<file path="src/rtl/rom_arb_pkg.sv">
// Shared types and defaults for the ROM read arbiter.
// Covers the FSM state encoding, default parameters and the requester ID width helper.
package rom_arb_pkg;

  localparam int unsigned DefNumReq       = 4;
  localparam int unsigned DefDataWidth    = 8;
  localparam int unsigned DefAddressWidth = 3;

  typedef enum logic [1:0] {
    StIdle,
    StWait,
    StResp
  } rom_arb_state_e;

  function automatic int unsigned id_width(input int unsigned n);
    return (n < 2) ? 1 : $clog2(n);
  endfunction

endpackage

</file>
<file path="src/rtl/rr_arbiter.sv">
// Round-robin request arbiter with a one-hot grant and an encoded index.
// Defining ROM_ARB_FIXED_PRIO_EN selects fixed lowest-index priority and removes last_grant.
module rr_arbiter
  import rom_arb_pkg::*;
#(
  parameter int unsigned NUM_REQ = DefNumReq,
  localparam int unsigned IdW = id_width(NUM_REQ)
) (
  input  logic               clk,
  input  logic               rst,
  input  logic [NUM_REQ-1:0] req,
  input  logic               advance,
  output logic [NUM_REQ-1:0] grant,
  output logic [IdW-1:0]     grant_idx
);

`ifdef ROM_ARB_FIXED_PRIO_EN

  logic unused_inputs;
  assign unused_inputs = ^{clk, rst, advance};

  // Descending scan so the lowest-index request is written last and wins.
  always_comb begin
    grant     = '0;
    grant_idx = '0;
    for (int i = NUM_REQ - 1; i >= 0; i--) begin
      if (req[i]) begin
        grant     = '0;
        grant[i]  = 1'b1;
        grant_idx = IdW'(i);
      end
    end
  end

`else

  logic [IdW-1:0] last_grant_q, last_grant_d;
  int unsigned    idx;
  logic           found;

  // Search begins one past the previous winner, wrapping modulo NUM_REQ.
  always_comb begin
    grant     = '0;
    grant_idx = '0;
    found     = 1'b0;
    idx       = 0;
    for (int unsigned k = 1; k <= NUM_REQ; k++) begin
      idx = (int'(last_grant_q) + k) % NUM_REQ;
      if (!found && req[idx]) begin
        found      = 1'b1;
        grant[idx] = 1'b1;
        grant_idx  = IdW'(idx);
      end
    end
    last_grant_d = advance ? grant_idx : last_grant_q;
  end

  always_ff @(posedge clk or posedge rst) begin
    if (rst) begin
      last_grant_q <= IdW'(NUM_REQ - 1);
    end else begin
      last_grant_q <= last_grant_d;
    end
  end

`endif

endmodule

</file>
<file path="src/rtl/rom_read_arbiter.sv">
// Shares one registered-output ROM between NUM_REQ requesters, one read in flight at a time.
// Arbitration policy is set in rr_arbiter (ROM_ARB_FIXED_PRIO_EN selects fixed priority).
module rom_read_arbiter
  import rom_arb_pkg::*;
#(
  parameter int unsigned NUM_REQ       = DefNumReq,
  parameter int unsigned DATA_WIDTH    = DefDataWidth,
  parameter int unsigned ADDRESS_WIDTH = DefAddressWidth,
  localparam int unsigned IdW = id_width(NUM_REQ)
) (
  input  logic                             clk,
  input  logic                             rst,
  input  logic [NUM_REQ-1:0]               req_valid,
  input  logic [NUM_REQ*ADDRESS_WIDTH-1:0] req_addr,
  output logic [NUM_REQ-1:0]               req_ready,
  output logic                             rsp_valid,
  input  logic                             rsp_ready,
  output logic [IdW-1:0]                   rsp_id,
  output logic [DATA_WIDTH-1:0]            rsp_data,
  output logic                             rom_en,
  output logic [ADDRESS_WIDTH-1:0]         rom_addr,
  input  logic [DATA_WIDTH-1:0]            rom_dout
);

  rom_arb_state_e          state_q, state_d;
  logic [IdW-1:0]          id_q, id_d;
  logic [DATA_WIDTH-1:0]   data_q, data_d;
  logic [NUM_REQ-1:0]      grant;
  logic [IdW-1:0]          grant_idx;
  logic                    advance;

  rr_arbiter #(
    .NUM_REQ (NUM_REQ)
  ) u_rr_arbiter (
    .clk       (clk),
    .rst       (rst),
    .req       (req_valid),
    .advance   (advance),
    .grant     (grant),
    .grant_idx (grant_idx)
  );

  always_comb begin
    state_d   = state_q;
    id_d      = id_q;
    data_d    = data_q;
    req_ready = '0;
    rom_en    = 1'b0;
    rom_addr  = '0;
    rsp_valid = 1'b0;
    advance   = 1'b0;

    unique case (state_q)
      StIdle: begin
        if (|req_valid) begin
          req_ready = grant;
          rom_en    = 1'b1;
          rom_addr  = req_addr[int'(grant_idx)*ADDRESS_WIDTH +: ADDRESS_WIDTH];
          id_d      = grant_idx;
          advance   = 1'b1;
          state_d   = StWait;
        end
      end
      StWait: begin
        // ROM output is only valid here, one cycle after the enabled edge.
        data_d  = rom_dout;
        state_d = StResp;
      end
      StResp: begin
        rsp_valid = 1'b1;
        if (rsp_ready) begin
          state_d = StIdle;
        end
      end
      default: state_d = StIdle;
    endcase

    // Grants must not leak out while reset is held in IDLE.
    if (rst) begin
      req_ready = '0;
      rom_en    = 1'b0;
      rom_addr  = '0;
      rsp_valid = 1'b0;
      advance   = 1'b0;
    end
  end

  always_ff @(posedge clk or posedge rst) begin
    if (rst) begin
      state_q <= StIdle;
      id_q    <= '0;
      data_q  <= '0;
    end else begin
      state_q <= state_d;
      id_q    <= id_d;
      data_q  <= data_d;
    end
  end

  assign rsp_id   = id_q;
  assign rsp_data = data_q;

endmodule

</file>
<file path="config.mk">
export PLATFORM = sky130hd
export DESIGN_NAME = rom_read_arbiter
export DESIGN_NICKNAME = d
export VERILOG_FILES = /design/src/rtl/rom_arb_pkg.sv /design/src/rtl/rr_arbiter.sv /design/src/rtl/rom_read_arbiter.sv
export SDC_FILE = /design/constraint.sdc
export NUM_CORES = 1
export LEC_CHECK = 0
export CORE_MARGIN = 2
export CORE_UTILIZATION = 47
export DETAILED_ROUTE_END_ITERATION = 10
export PLACE_DENSITY = 0.85
export SLEW_MARGIN = 15
export SYNTH_ARGS = -nofsm -noshare
export SYNTH_HDL_FRONTEND = slang
export SYNTH_HIERARCHICAL = 1
export SYNTH_SLANG_ARGS = --single-unit
</file>
<file path="constraint.sdc">
create_clock -name clk -period 11.7 [get_ports clk]
set_input_delay 3.51 -clock clk [delete_from_list [all_inputs] [get_ports clk]]
set_output_delay 3.51 -clock clk [all_outputs]
set_load 0.02 [all_outputs]
</file>
# [After elaboration in Yosys (flattened, before gate mapping)]
# Cells that the tools add are included.
[word_totals] mem_bits_ro=0 latchBits=0 n_memories=0 wordCells=80 reg_bits=14 output_inout_bits=19 inputBits=27 ramBits=0
[classes] bitwise=3 n_div=0 order_cmp=8 multipliers=1 muxes=41 reduce_logical=14 shift=1 n_addsub=4 eq_ne=4
[ops] operator="2-to-1 mux 4 bit" n=7
[ops] operator="2-to-1 mux 1 bit" n=16
[ops] operator="< comparator 2 x 3 -> 1 bit, second input constant" n=4
[ops] operator="2-to-1 mux 2 bit" n=6
[ops] operator="bitwise OR 4 bit" n=3
[ops] operator="indexed part select 12 x 5 -> 3 bit" n=1
[ops] operator="2-to-1 mux 3 bit" n=3
[ops] operator="binary-select mux 1 bit (select 2 bit)" n=4
[ops] operator="demux 1 bit (select 2 bit)" n=4
[ops] operator="greater-or-equal comparator 2 x 1 -> 1 bit, second input constant" n=4
[ops] operator="logical AND 1 bit" n=7
[ops] operator="case mux 2 bit (3 select lines)" n=1
[ops] operator="adder 2 x 1 -> 2 bit, second input constant" n=2
[ops] operator="adder 2 bit, second input constant" n=2
[ops] operator="multiplier 2 x 2 -> 4 bit, second input constant" n=1
[ops] operator="!= test 2 bit, second input constant" n=2
[ops] operator="AND reduction 2 bit" n=2
[ops] operator="OR reduction 4 bit" n=1
[ops] operator="logical NOT 1 bit" n=3
[ops] operator="equality test 2 x 1 -> 1 bit, second input constant" n=1
[ops] operator="equality test 2 bit, second input constant" n=1
[ops] operator="logical NOT 2 bit" n=1

# [Logic depth before layout (Yosys ltp)]
[depth] word_depth=18 mapped_depth=11 depth_no_buf=9

# [Cells and area by module]
# The synthesis kept the hierarchy.
[modules_own_cells] mod="rom_read_arbiter" area_each_um2=606.8 cells_each=41 seq_area_each_um2=300.3 instances=1
[modules_own_cells] mod="rr_arbiter" area_each_um2=568.0 cells_each=67 seq_area_each_um2=52.6 instances=1

# [Worst setup path before layout]
# Ideal clock, no wire load.
[synth_timing] path_type="input-to-output" start="input port req_valid[0]" end="output port rom_addr[0]" path_buffers=1 t_arrival_ns=5.545 slack_ns=2.645 required_ns=8.190 path_stages=6 path_cell_list="mux4_1 > clkbuf_1 > o21bai_1 > a21oi_1 > mux4_2 > and2_1"
[synth_between] elab_chain_cells=17 elab_cells_between_ends=27 cone_classes="1 x mul; 1 x shift; 18 x mux; 7 x reduce/logical"
[synth_rtl] element="start: declaration" line_no="rom_read_arbiter.sv:13" text="input logic [NUM_REQ-1:0] req_valid,"
[synth_rtl] element="binary-select mux 1 bit (select 2 bit)" line_no="rr_arbiter.sv:49" text="if (!found && req[idx]) begin"
[synth_rtl] element="2-to-1 mux 1 bit (not written as such)" line_no="rr_arbiter.sv:49"
[synth_rtl] element="2-to-1 mux 1 bit" line_no="rr_arbiter.sv:49"
[synth_rtl] element="logical NOT 1 bit" line_no="rr_arbiter.sv:49"
[synth_rtl] element="logical AND 1 bit" line_no="rr_arbiter.sv:49"
[synth_rtl] element="2-to-1 mux 1 bit" line_no="rr_arbiter.sv:49"
[synth_rtl] element="logical NOT 1 bit" line_no="rr_arbiter.sv:49"
[synth_rtl] element="logical AND 1 bit" line_no="rr_arbiter.sv:49"
[synth_rtl] element="[2 not listed]"
[synth_rtl] element="logical AND 1 bit" line_no="rr_arbiter.sv:49"
[synth_rtl] element="2-to-1 mux 2 bit (*)" line_no="rr_arbiter.sv:49"
[synth_rtl] element="via grant_idx[0]" line_no="rom_read_arbiter.sv:29" text="logic [IdW-1:0] grant_idx;"
[synth_rtl] element="multiplier 2 x 2 -> 4 bit (*)" line_no="rom_read_arbiter.sv:58" text="rom_addr = req_addr[int'(grant_idx)*ADDRESS_WIDTH +: ADDRESS_WIDTH];"
[synth_rtl] element="indexed part select 12 x 5 -> 3 bit (*)" line_no="rom_read_arbiter.sv:58"
[synth_rtl] element="2-to-1 mux 3 bit (*)" line_no="rom_read_arbiter.sv:55" text="if (|req_valid) begin"
[synth_rtl] element="2-to-1 mux 3 bit (*)" line_no="rom_read_arbiter.sv:53" text="unique case (state_q)"
[synth_rtl] element="2-to-1 mux 3 bit (*)" line_no="rom_read_arbiter.sv:79" text="if (rst) begin"
[synth_rtl] element="end: declaration" line_no="rom_read_arbiter.sv:21" text="output logic [ADDRESS_WIDTH-1:0] rom_addr,"
# Mark *: on every way through the listed nets, which the timed path passes. The rest lies on a longest branch. The select of a mux whose other input is x is not followed.

# [Worst setup path after layout]
[layout_timing] start="input port req_valid[3]" end="output port rom_addr[0]"
# The elaborated chain is that of the path after synthesis.

==> results by group <==
Critical path
  • CP most frequent cell: clkdlybuf4s50_1
  • Element type at the critical path start: primary input
  • CP Capture Type: primary output
  • Worst EP arrival: 6720 ps
  • Slowest cell delay on critical path: around 560 ps
  • Top delay family on crit path: buffers and inverters
  • Worst path cell trace: clkdlybuf4s50_1 -> and2b_2 -> o21ai_0 -> and3_1 -> o21bai_1 -> a21oi_1 -> mux4_2 -> and2_1 -> clkdlybuf4s50_1
  • Buffers & Inverters on Critical Path: 2
  • Worst EP required: approximately 8200 ps
  • Critical-path maximum fanout: 8
  • Reg2Reg Setup Slack: approximately 8600 ps
  • CP Class: primary input to primary output
  • Critical Path Slowest Stage Cell: clkdlybuf4s50_1

Flow run
  • Max Cap Viol: 0

Synthesis
  • Synthesized cell area: roughly 0.0012 mm^2
  • Area contributors post-synth: dfrtp_1, mux2_1, ha_1
  • Synth Instances: approximately 110
  • Mux share of post-synthesis cell area: 25.3%
  • EDFF count, synth: 0
  • Post-synthesis compound-gate area fraction: about 14%
  • Synth top cells by count: dfrtp_1, and2_1, mux2_1
  • Async set-reset flop share out of synthesis: between 90% and 100%
  • Library cells used by synthesis: 32
  • Dominant cell type by area after synthesis: dfrtp_1
  • Synth Area in Adders: around 8.5%
  • Ys Warns: 6
  • Syn nets: between 100 and 150
  • Synth Area in XOR/XNOR: 0%
  • Seq/Total Area, Yosys: a little under a third
  • Post-synth top area share: about a quarter
  • Syn avg cell area: roughly 11 um^2
  • Largest family of logic cells by synthesized area: multiplexers
  • Yosys reg bits: 14
  • Post-Synth Simple-Gate Area: about 17%
  • Count leader, synth: dfrtp_1
  • Top_reg_cell synth: dfrtp_1

Route
  • Wirelength per Cell: 15.2 um
  • Post-route DRC: 0
  • Iter 0 DRT Violations: 22
  • Final wirelength: ~2800 um
  • Vias per inst: around 5.5
  • DR pass1 iterations: 4
  • DR vias: 1002
  • Final ANT Viol Nets: 0

STA
  • RSZ-0062 raised after global routing: no
  • Period Utilization, post-route: 87.5%
  • Post-route clock skew: 3.14 ps
  • Finish-stage setup viols: 0
  • Final Slew Violations: 0
  • Setup TNS: 0 ps
  • Min Tclk post-route: 10230 ps
  • Slew headroom: 66.3%
  • Fmax: between 0.09 and 0.1 GHz
  • Worst Tran Pin Value: ~500 ps
  • Final hold viol count: 0

Floorplanning
  • Ports: between 40 and 50
  • Die W: between 50 and 60 um
  • Die H: roughly 54 um
  • Initial cell density of the core: about half
  • Site row count: 18
  • Total die area: 0.00292 mm^2
  • Placeable Area: 0.00243 mm^2

GRT
  • GR Util met1: 23.2%
  • Global route hottest layer: met2
  • Number of global-route vias before repair: 975
  • Congestion Overflow GR: 0
  • Largest net degree at the start of global routing: 18
  • Global Route met3 Usage: ~5.8%
  • GR Util met2: about two fifths
  • First-pass GRT wire length: 4340 um
  • GRT Total Usage: approximately a fifth
  • Initial antenna violation count: 0

Clocking
  • H-tree depth: 1
  • Clock Tree Root: clkbuf_4
  • CTS tree: done
  • Clk sinks: 14
  • Clock latency on the worst-skew pair: roughly 280 ps
  • Worst-path clk slew: 80 ps
  • Setup Buffers After CTS: 0
  • CTS Hold Bufs: 0
  • CTS resizes: 0
  • Longest Clk Path Bufs: 2
  • CTS Buf Count: 3

Power and ir drop
  • LEAKAGE: between 0.0006 and 0.0007 uW
  • Worst vdd ir: 0.184 mV
  • P per Cell Area: 278 mW/mm^2

Layout
  • Nets: between 150 and 200
  • Layout cell share with drive strength beyond 1: approximately an eighth
  • Cell Count, Final, Fillers Out: about 180
  • Area delta synth->final: 42.4%
  • Antenna Cells: 0

Min path
  • Worst hold path type: flip-flop to flip-flop

Placed design
  • DPL Wire Length: ~2200 um
  • Placer Congestion: approximately 0.73
  • Placed cells: roughly 180
  • Port bufs: between 40 and 50

Outcome
  • Outcome: finished clean
where the power goes:
group	leakage, uW	switching, uW	total (uW)	internal [uW]
Clock	0.0000210	15.0	34.0	18.9
Sequential	0.000162	27.8	105	76.8
Combinational	0.000501	160	326	166
area by class of cell:
class / instances / area (um^2)
flip-flops and latches: 14 / 353
multi-input cells: 83 / 769
repair buffers: 45 / 450
well taps: 30 / 37.5
clock buffers: 4 / 36.3
inverters: 7 / 26.3
fillers: 194 / 759
flip-flops by register name, summed over array words and instances (netlist names):
signal and flops:
state_q 2, rsp_id 2, u_rr_arbiter/last_grant_q 2, rsp_data 8
metrics by stage:
step           hold slack [ps]  total power, uW  setup slack, ps  util [%]  instance area, um^2
3_3_place_gp               473              416             1570      67.3                 1640
4_1_cts                    504              468             1470      68.8                 1670
5_1_grt                    520              502             1260      68.8                 1670
3_5_place_dp               484              432             1470      67.3                 1640
6_report                   498              465             1470      68.8                 1670
2_1_floorplan              535              332             2650         -                 1170
metal layers:
layer	up-vias	part of all wire, %
li1	490	-
met1	462	39
met2	45	53
met3	5	6.8
met4	0	0.72
met5	-	0
placed cells by master, fill, tap and decap left out, types with 2 or more instances in the layout:
cell / count
o21ai_0: 7
nand2b_1: 2
and2b_2: 2
mux4_2: 4
mux2i_1: 2
nor4_4: 2
ha_1: 8
mux2_1: 10
mux4_1: 2
a21oi_1: 4
inv_1: 7
a22oi_1: 4
nand2_1: 2
and2_1: 11
mux2_2: 2
clkbuf_4: 3
clkdlybuf4s50_1: 45
a31oi_1: 5
nor2_1: 6
dfrtp_1: 12
dfstp_2: 2
worst paths after layout:
path                                         startpoint  cells past startpoint     endpoint
setup / recovery                           req_valid[3]                      9  rom_addr[0]
hold / removal                              rsp_data[0]                      1  rsp_data[0]
setup reg to reg           u_rr_arbiter/last_grant_q[0]                      7    rsp_id[1]
hold reg to reg                             rsp_data[0]                      1  rsp_data[0]
max in group asynchronous                           rst                      2  rsp_data[7]
min in group asynchronous                           rst                      2    rsp_id[1]
cells by family after synthesis:
family                   Yosys count
adder cells (fa/ha/maj)            8
AO/OA/AOI/OAI                     26
buffers and inverters             11
flip-flops                        14
AND/OR/NAND/NOR                   29
multiplexers                      20
(Power assumes the default switching activity.)
